--- config.mk ---
export PLATFORM = sky130hd
export DESIGN_NAME = accum_cpu_core
export DESIGN_NICKNAME = d
export VERILOG_FILES = /design/src/rtl/cpu_pkg.sv /design/src/rtl/addsub16.sv /design/src/rtl/accum_cpu_core.sv
export SDC_FILE = /design/constraint.sdc
export NUM_CORES = 1
export LEC_CHECK = 0
export BUFFER_PORTS_ARGS = -buffer_cell sky130_fd_sc_hd__clkbuf_2
export CORE_UTILIZATION = 35
export DETAILED_ROUTE_END_ITERATION = 10
export PLACE_DENSITY = 0.5
export RECOVER_POWER = 50
export REMOVE_ABC_BUFFERS = 1
export SLEW_MARGIN = 40
export SYNTH_ARGS = -nofsm -noshare
export SYNTH_HDL_FRONTEND = slang
export SYNTH_SLANG_ARGS = --single-unit
--- constraint.sdc ---
create_clock -name clk -period 27 [get_ports clk]
set_clock_uncertainty 0.05 [all_clocks]
set_input_delay 1.35 -clock clk [delete_from_list [all_inputs] [get_ports clk]]
set_output_delay 1.35 -clock clk [all_outputs]
set_load 0.02 [all_outputs]
--- src/rtl/cpu_pkg.sv ---
// Shared definitions for the accumulator core: opcodes, controller states, ALU ops.
package cpu_pkg;

  localparam logic [7:0] OP_ADD   = 8'h01;
  localparam logic [7:0] OP_SUB   = 8'h02;
  localparam logic [7:0] OP_OR    = 8'h03;
  localparam logic [7:0] OP_LOAD  = 8'h04;
  localparam logic [7:0] OP_STORE = 8'h05;
  localparam logic [7:0] OP_JUMP  = 8'h06;
  localparam logic [7:0] OP_JUMPZ = 8'h07;
  localparam logic [7:0] OP_DIV   = 8'h08;
  localparam logic [7:0] OP_HALT  = 8'hFF;

  localparam logic [3:0] S_F1 = 4'd0;
  localparam logic [3:0] S_F2 = 4'd1;
  localparam logic [3:0] S_F3 = 4'd2;
  localparam logic [3:0] S_D  = 4'd3;
  localparam logic [3:0] S_X1 = 4'd4;
  localparam logic [3:0] S_X2 = 4'd5;
  localparam logic [3:0] S_ST = 4'd6;
  localparam logic [3:0] S_DV = 4'd7;
  localparam logic [3:0] S_H  = 4'd8;

  typedef enum logic [1:0] {
    ALU_PASS = 2'd0,
    ALU_ADD  = 2'd1,
    ALU_SUB  = 2'd2,
    ALU_OR   = 2'd3
  } alu_op_t;

  // LOAD and every non-arithmetic opcode simply pass the memory operand.
  function automatic alu_op_t alu_op_of(input logic [7:0] op);
    case (op)
      OP_ADD:  return ALU_ADD;
      OP_SUB:  return ALU_SUB;
      OP_OR:   return ALU_OR;
      default: return ALU_PASS;
    endcase
  endfunction

endpackage

--- src/rtl/addsub16.sv ---
// 16-bit ripple-carry adder/subtractor; sub=1 gives a + ~b + 1, cout=1 meaning no borrow.
module addsub16 (
  input  logic [15:0] a,
  input  logic [15:0] b,
  input  logic        sub,
  output logic [15:0] sum,
  output logic        cout
);

  logic [15:0] bx;
  logic [16:0] c;

  assign bx   = b ^ {16{sub}};
  assign c[0] = sub;

  for (genvar i = 0; i < 16; i++) begin : g_fa
    assign sum[i]   = a[i] ^ bx[i] ^ c[i];
    assign c[i + 1] = (a[i] & bx[i]) | (c[i] & (a[i] ^ bx[i]));
  end

  assign cout = c[16];

endmodule

--- src/rtl/accum_cpu_core.sv ---
// Accumulator processor core: multi-cycle fetch/decode/execute controller with
// datapath registers and a restoring divider sharing one add/subtract unit.
//
// state | meaning
// F1    | MAR <= PC
// F2    | MDR <= instruction word, PC <= PC + 1
// F3    | IR <= MDR
// D     | MAR <= operand address, dispatch on opcode
// X1    | MDR <= memory operand
// X2    | ACC <= ALU(ACC, MDR)
// ST    | write ACC to M[MAR]
// DV    | 16 divide iterations then one result cycle
// H     | halted until Reset
module accum_cpu_core
  import cpu_pkg::*;
#(
  parameter int ADDR_W = 8,
  parameter int DATA_W = 16
) (
  input  logic              clk,
  input  logic              Reset,
  output logic [ADDR_W-1:0] mem_addr,
  output logic [DATA_W-1:0] mem_wdata,
  output logic              mem_we,
  input  logic [DATA_W-1:0] mem_rdata
);

  logic [3:0]  state;
  logic [7:0]  pc;
  logic [7:0]  mar;
  logic [15:0] ir;
  logic [15:0] mdr;
  logic [15:0] acc;
  logic [15:0] rem;
  logic [15:0] quo;
  logic [4:0]  div_cnt;

  logic [7:0]  opcode;
  logic        zflag;
  alu_op_t     alu_op;
  logic [15:0] alu_res;

  logic [15:0] as_a;
  logic [15:0] as_sum;
  logic        as_sub;
  logic        as_cout;
  logic [15:0] trial_a;
  logic        take;

  assign opcode = ir[15:8];
  assign zflag  = (acc == 16'h0000);
  assign alu_op = alu_op_of(opcode);

  assign mem_addr  = mar;
  assign mem_wdata = acc;
  assign mem_we    = (state == S_ST) && !Reset;

  // Partial remainder shifted left with the next dividend bit; bit 16 is rem[15].
  assign trial_a = {rem[14:0], quo[15]};
  assign take    = as_cout | rem[15];

  always_comb begin
    as_a   = acc;
    as_sub = (alu_op == ALU_SUB);
    if (state == S_DV) begin
      as_a   = trial_a;
      as_sub = 1'b1;
    end
  end

  addsub16 u_addsub (
    .a    (as_a),
    .b    (mdr),
    .sub  (as_sub),
    .sum  (as_sum),
    .cout (as_cout)
  );

  always_comb begin
    case (alu_op)
      ALU_ADD: alu_res = as_sum;
      ALU_SUB: alu_res = as_sum;
      ALU_OR:  alu_res = acc | mdr;
      default: alu_res = mdr;
    endcase
  end

  always_ff @(posedge clk) begin
    if (Reset) begin
      state   <= S_F1;
      pc      <= '0;
      mar     <= '0;
      ir      <= '0;
      mdr     <= '0;
      acc     <= '0;
      rem     <= '0;
      quo     <= '0;
      div_cnt <= '0;
    end else begin
      case (state)
        S_F1: begin
          mar   <= pc;
          state <= S_F2;
        end
        S_F2: begin
          mdr   <= mem_rdata;
          pc    <= pc + 8'd1;
          state <= S_F3;
        end
        S_F3: begin
          ir    <= mdr;
          state <= S_D;
        end
        S_D: begin
          mar <= ir[7:0];
          case (opcode)
            OP_ADD, OP_SUB, OP_OR, OP_LOAD, OP_DIV: state <= S_X1;
            OP_STORE: state <= S_ST;
            OP_JUMP: begin
              pc    <= ir[7:0];
              state <= S_F1;
            end
            OP_JUMPZ: begin
              if (zflag) pc <= ir[7:0];
              state <= S_F1;
            end
            OP_HALT: state <= S_H;
            default: state <= S_F1;
          endcase
        end
        S_X1: begin
          mdr <= mem_rdata;
          if (opcode == OP_DIV) begin
            rem     <= '0;
            quo     <= acc;
            div_cnt <= 5'd16;
            state   <= S_DV;
          end else begin
            state <= S_X2;
          end
        end
        S_X2: begin
          acc   <= alu_res;
          state <= S_F1;
        end
        S_ST: state <= S_F1;
        S_DV: begin
          if (div_cnt == 5'd0) begin
            acc   <= quo;
            state <= S_F1;
          end else begin
            rem     <= take ? as_sum : trial_a;
            quo     <= {quo[14:0], take};
            div_cnt <= div_cnt - 5'd1;
          end
        end
        S_H: state <= S_H;
        default: state <= S_F1;
      endcase
    end
  end

endmodule

* Yosys cells after proc, flatten, opt, wreduce, memory -nomap -nowiden *
Index checks and enable logic that the tools add are counted.
Widths: inputs -> output; s select.

storage, ports and cells
  flip-flop bits (word level) = 105
  bits of input ports = 18
  output and inout bits = 25
  logic and storage cells = 158

cells by class
  add/subtract/negate cells = 2
  equality and inequality tests = 25
  muxes and demuxes = 24
  bitwise operators = 83
  reduce and logical (&&, ||, !) cells = 15

operators by type and width
  kind                 count
  $pmux 16 s2          4
  $mux 16              7
  $pmux 8 s2           3
  $and 1x1->1          32
  $eq 8x3->1 const B   4
  $xor 1x1->1          32
  $pmux 4 s7           1
  $or 1x1->1           17
  $eq 4x3->1 const B   4
  $eq 8x2->1 const B   2
  $logic_not 16->1     1
  $or 16x16->16        1
  $xor 16x16->16       1
  $pmux 4 s3           1
  $mux 5               2
  $pmux 5 s2           1
  $add 8x1->8 const B  1
  $eq 4x2->1 const B   2
  $eq 8x1->1 const B   1
  $eq 8x4->1 const B   1
  $eq 8x8->1 const B   1
  $mux 8               1
  $reduce_bool 2->1    4
  $pmux 2 s3           1
  other kinds (20)     24

* Depth between registers and ports, before layout *
  depth in word-level cells = 42
  mapped depth = 30
  depth with buffers taken out = 28

* By module *
Synthesis repeated with hierarchy kept, for this count alone.

unflattened totals
  cells, all modules = 738
  area, all modules = 5903.2 um2

modules (own cells, without submodules)
  module          instances  cells each  area an instance (um2)  seq. area each (um2)
  accum_cpu_core  1          676         5315.1                  2102.0
  addsub16        1          62          588.1                   0.0

* Least setup slack after synthesis *
Ideal clock, no wire load.

  path kind = register to register
  from = register ir[12]
  to = register rem[10]
  library setup time = 0.132 ns
  data arrival time = 8.958 ns
  data required time = 26.818 ns
  path slack = 17.860 ns
  cell stages (with the launch flop) = 30
  buffers on the path = 2
  clock period less this slack = 9.140 ns
  cell sequence = dfxtp_1 > or4_4 > nor4b_1 > inv_1 > ha_1 > nor2_1 > buf_2 > xnor2_1 > fa_1 > fa_1 > fa_1 > fa_1 > fa_1 > fa_1 > fa_1 > fa_1 > fa_1 > fa_1 > fa_1 > fa_1 > inv_1 > fa_1 > fa_1 > inv_1 > fa_1 > nor2_1 > clkbuf_1 > mux2_2 > nand3_1 > a21oi_1

between the ends
  longest elaborated chain between the ends = 42
  elaborated cells on any way between the ends = 79
  classes of those cells = eq/ne: 6; mux: 5; bitwise: 67; reduce/logical: 1

ends and longest elaborated chain
  item                                      line                   text
  from (decl)                               accum_cpu_core.sv:31   logic [15:0] ir;
  from (signal assigned)                    accum_cpu_core.sv:111  ir <= mdr;
  $eq 8x2->1 or $eq 8x1->1 (tied branches)  cpu_pkg.sv:33          case (op)
  $pmux 2 s3                                cpu_pkg.sv:33
  $eq 2x2->1                                accum_cpu_core.sv:64   as_sub = (alu_op == ALU_SUB);
  $mux 1                                    accum_cpu_core.sv:65   if (state == S_DV) begin
  $xor 16x16->16                            addsub16.sv:13         assign bx = b ^ {16{sub}};
  $xor 1x1->1                               addsub16.sv:18         assign c[i + 1] = (a[i] & bx[i]) | (c[i] & (a[i] ^ bx[i]));
  $and 1x1->1                               addsub16.sv:18
  $or 1x1->1                                addsub16.sv:18
  [26 not listed]                           --
  $and 1x1->1                               addsub16.sv:18
  $or 1x1->1                                addsub16.sv:18
  $and 1x1->1                               addsub16.sv:18
  $or 1x1->1                                addsub16.sv:18
  $or 1x1->1                                accum_cpu_core.sv:60   assign take = as_cout | rem[15];
  $mux 16                                   accum_cpu_core.sv:152  rem <= take ? as_sum : trial_a;
  $mux 16                                   accum_cpu_core.sv:148  if (div_cnt == 5'd0) begin
  $pmux 16 s2                               accum_cpu_core.sv:100  case (state)
  to (signal assigned)                      accum_cpu_core.sv:152
  to (decl)                                 accum_cpu_core.sv:34   logic [15:0] rem;

Parallel ways exist; a longest one is shown, timed or not. The select of a mux whose other input is x is not followed.
A chain may end at the register's enable or synchronous reset.

* Final worst setup path *
  from = register ir[12]
  to = register rem[5]

The elaborated chain is that of the path after synthesis.

==> results.toml <==
[placement]
dpl.hpwl_mm = 10.2
numPortBuffers = 42
placed_area_um2 = 6060
routabilityCongestion = 0.801
dpl.cell_count = 927

[clocking]
clockBufferDepth = 2
cts.htree.levels = 3
clock_tree.root_cell = "clkbuf_16"
ctsHoldBuffers = 0
cts_tree = "yes"
cts_made_buffers = 9
insertion_delay_ps = 360
cts_setup_buffers = 0
ctsResizeCount = 0
clk_pin_slew_worst_paths_ps = 70
cts_sinks = 105

[timing]
slew_headroom_pct = -91.2
rsz0062_at_grt = "no"
report.final.hold_viol_count = 0
maxSlewViolCount = 112
max_freq_ghz = 0.106
finalSetupTns_ps = 0
post-route-period-util_pct = 34.8
setup-violations-final = 0
period_minus_slack_ps = 9410
max_slew.worst_pin.slew_ps = 2870

[floorplan]
num_io_pins = 43
dieWidth_um = 130
fp.dieH_um = 130
coreArea_um2 = 15900
rows = 46
start_util_pct = 36.0
fp.dieArea_um2 = 16900

[power]
power_density_nw_per_um2 = 53.5
vdd_ir_drop_max_mv = 0.0299
leakage_nw = 2.18

[synth]
synth_warnings = 0
synth_area_um2 = 5730
yosysMostFrequentCell = "nand2_1"
ys.flop_type = "dfxtp_1"
netlist_instances = 714
synth_cell_types = 57
yosys-top-cells-count = "nand2_1 (146), dfxtp_1 (105), nor2_1 (94)"
synth_top_area_share_pct = 36.7
synth.area.top_cells = "dfxtp_1 (37%), nand2_1 (9.6%), nor2_1 (6.2%), a21oi_1 (5.8%), fa_1 (5.2%)"
synth-seq-cells = 105
yosys.area.top_type = "dfxtp_1"
async_flop_share_pct = 0
yosysSeqAreaShare_pct = 36.7
synth_edf_count = 0
post_synth.cell_area_avg_um2 = 8.03

[global_route]
use_met3_pct = 2.91
grt_pass1_wl_mm = 25.6
grt_max_degree = 66
grt_pass1_vias = 4758
antenna_found_initial = 0
overflow = 0
busiest_layer = "met2"
met1_usage_pct = 27.0
track_usage_pct = 19.5
grt.met2_usage_pct = 30.6

[cells_and_area]
n_antenna_cell = 0
nFillCells = 1661
nNetsFinal = 761
design_area_um2 = 6340
area_delta_synth_final_pct = 10.6
final_cells = 943
drive_above_1_share_pct = 10.3

[routing]
ant_nets = 0
drc = 0
dr.pass1.iters = 5
wirelength_mm = 15.6
dr.first_iter.drc_count = 401
vias_per_cell = 5.35
vias = 5045
avgRoutedWirePerCell_um = 16.5

[worst_setup_path]
cp.arrival_ps = 9490
crit_top_cell = "fa_1"
crit_buf_inv = 5
worst_setup_path_end_kind = "register"
critical_path_class = "reg2reg"
crit_slowest_cell = "or4_4"
critical-path-top-delay-family = "adder cells"
startpoint_type = "register"
crit_fanout = 16
crit_required_ps = 27080
max_stage_delay_ps = 560

[outcome]
violations = "capacitance limit, slew limit"
status = "complete, but fails checks"

[job]
cap_violations = 2

[hold_path]
hp-class = "reg2reg"
## through the flow
step	hold slack [ps]	total power [mW]	setup WS (ps)	util, %
after detailed placement	400	0.203	17710	38.0
final	410	0.339	17590	39.8
after global placement	393	0.202	17890	37.9
after global routing	425	0.354	16990	39.8
after CTS	411	0.345	17660	40.0
after floorplan	376	0.188	16490	-
## registers in the layout, summed over array words and instances (netlist names)
| name | flops |
|---|---|
| pc | 8 |
| state | 4 |
| mdr | 16 |
| quo | 16 |
| div_cnt | 5 |
| rem | 16 |
| mem_addr | 8 |
| ir | 16 |
| mem_wdata | 16 |
## kinds of logic after synthesis
| group | Yosys count | share of synthesized area, % |
|---|---|---|
| XOR/XNOR | 21 | 3.21 |
| AND/OR/NAND/NOR | 321 | 25.1 |
| adder cells (fa/ha/maj) | 21 | 6.55 |
| buffers and inverters | 63 | 5.02 |
| AO/OA/AOI/OAI | 154 | 18.1 |
| flip-flops | 105 | 36.7 |
| multiplexers | 29 | 5.35 |
## worst min-delay path, stage by stage, from the launching register on
cell and delay [ps]:
dfxtp_1 310, nand2_1 50, a21oi_1 50
## routing by layer
| metal | wire length [µm] | share of wire, % |
|---|---|---|
| met5 | 0 | 0 |
| met4 | 310 | 2.0 |
| met3 | 595 | 3.8 |
| met2 | 7110 | 46 |
| met1 | 7550 | 49 |
## cell usage in the layout (no fill, tap or decap), drive strengths merged, types with 8 or more instances in the layout
cell / n
a21oi: 66
a311oi: 39
buf: 9
clkbuf: 54
dfxtp: 105
fa: 15
inv: 8
mux2: 13
mux2i: 16
nand2: 146
nand3: 20
nor2: 94
nor3: 10
o21ai: 19
xnor2: 16
## power by group
part	internal, mW	total (mW)	switching [mW]
Clock	0.0812	0.141	0.0595
Combinational	0.0123	0.0332	0.0209
Sequential	0.159	0.165	0.00587
Total	0.253	0.339	0.0862
## final timing paths
kind / startpoint / endpoint / slack [ps] / depth (start not counted)
worst min-delay path: ir[6] / ir[6] / 410 / 2
worst max-delay path: ir[12] / rem[5] / 17590 / 29
worst max register to register: ir[12] / rem[5] / 17590 / 29
worst min register to register: ir[6] / ir[6] / 410 / 2
## layout make-up
cell class | instances | area, µm² | area share, %
multi-input cells | 546 | 3370 | 53.2
flip-flops and latches | 105 | 2100 | 33.1
well taps | 216 | 270 | 4.26
repair buffers | 52 | 251 | 3.97
clock buffers | 11 | 233 | 3.67
clock inverters | 5 | 80.1 | 1.26
inverters | 8 | 30.0 | 0.474
(Power assumes the default switching activity.)
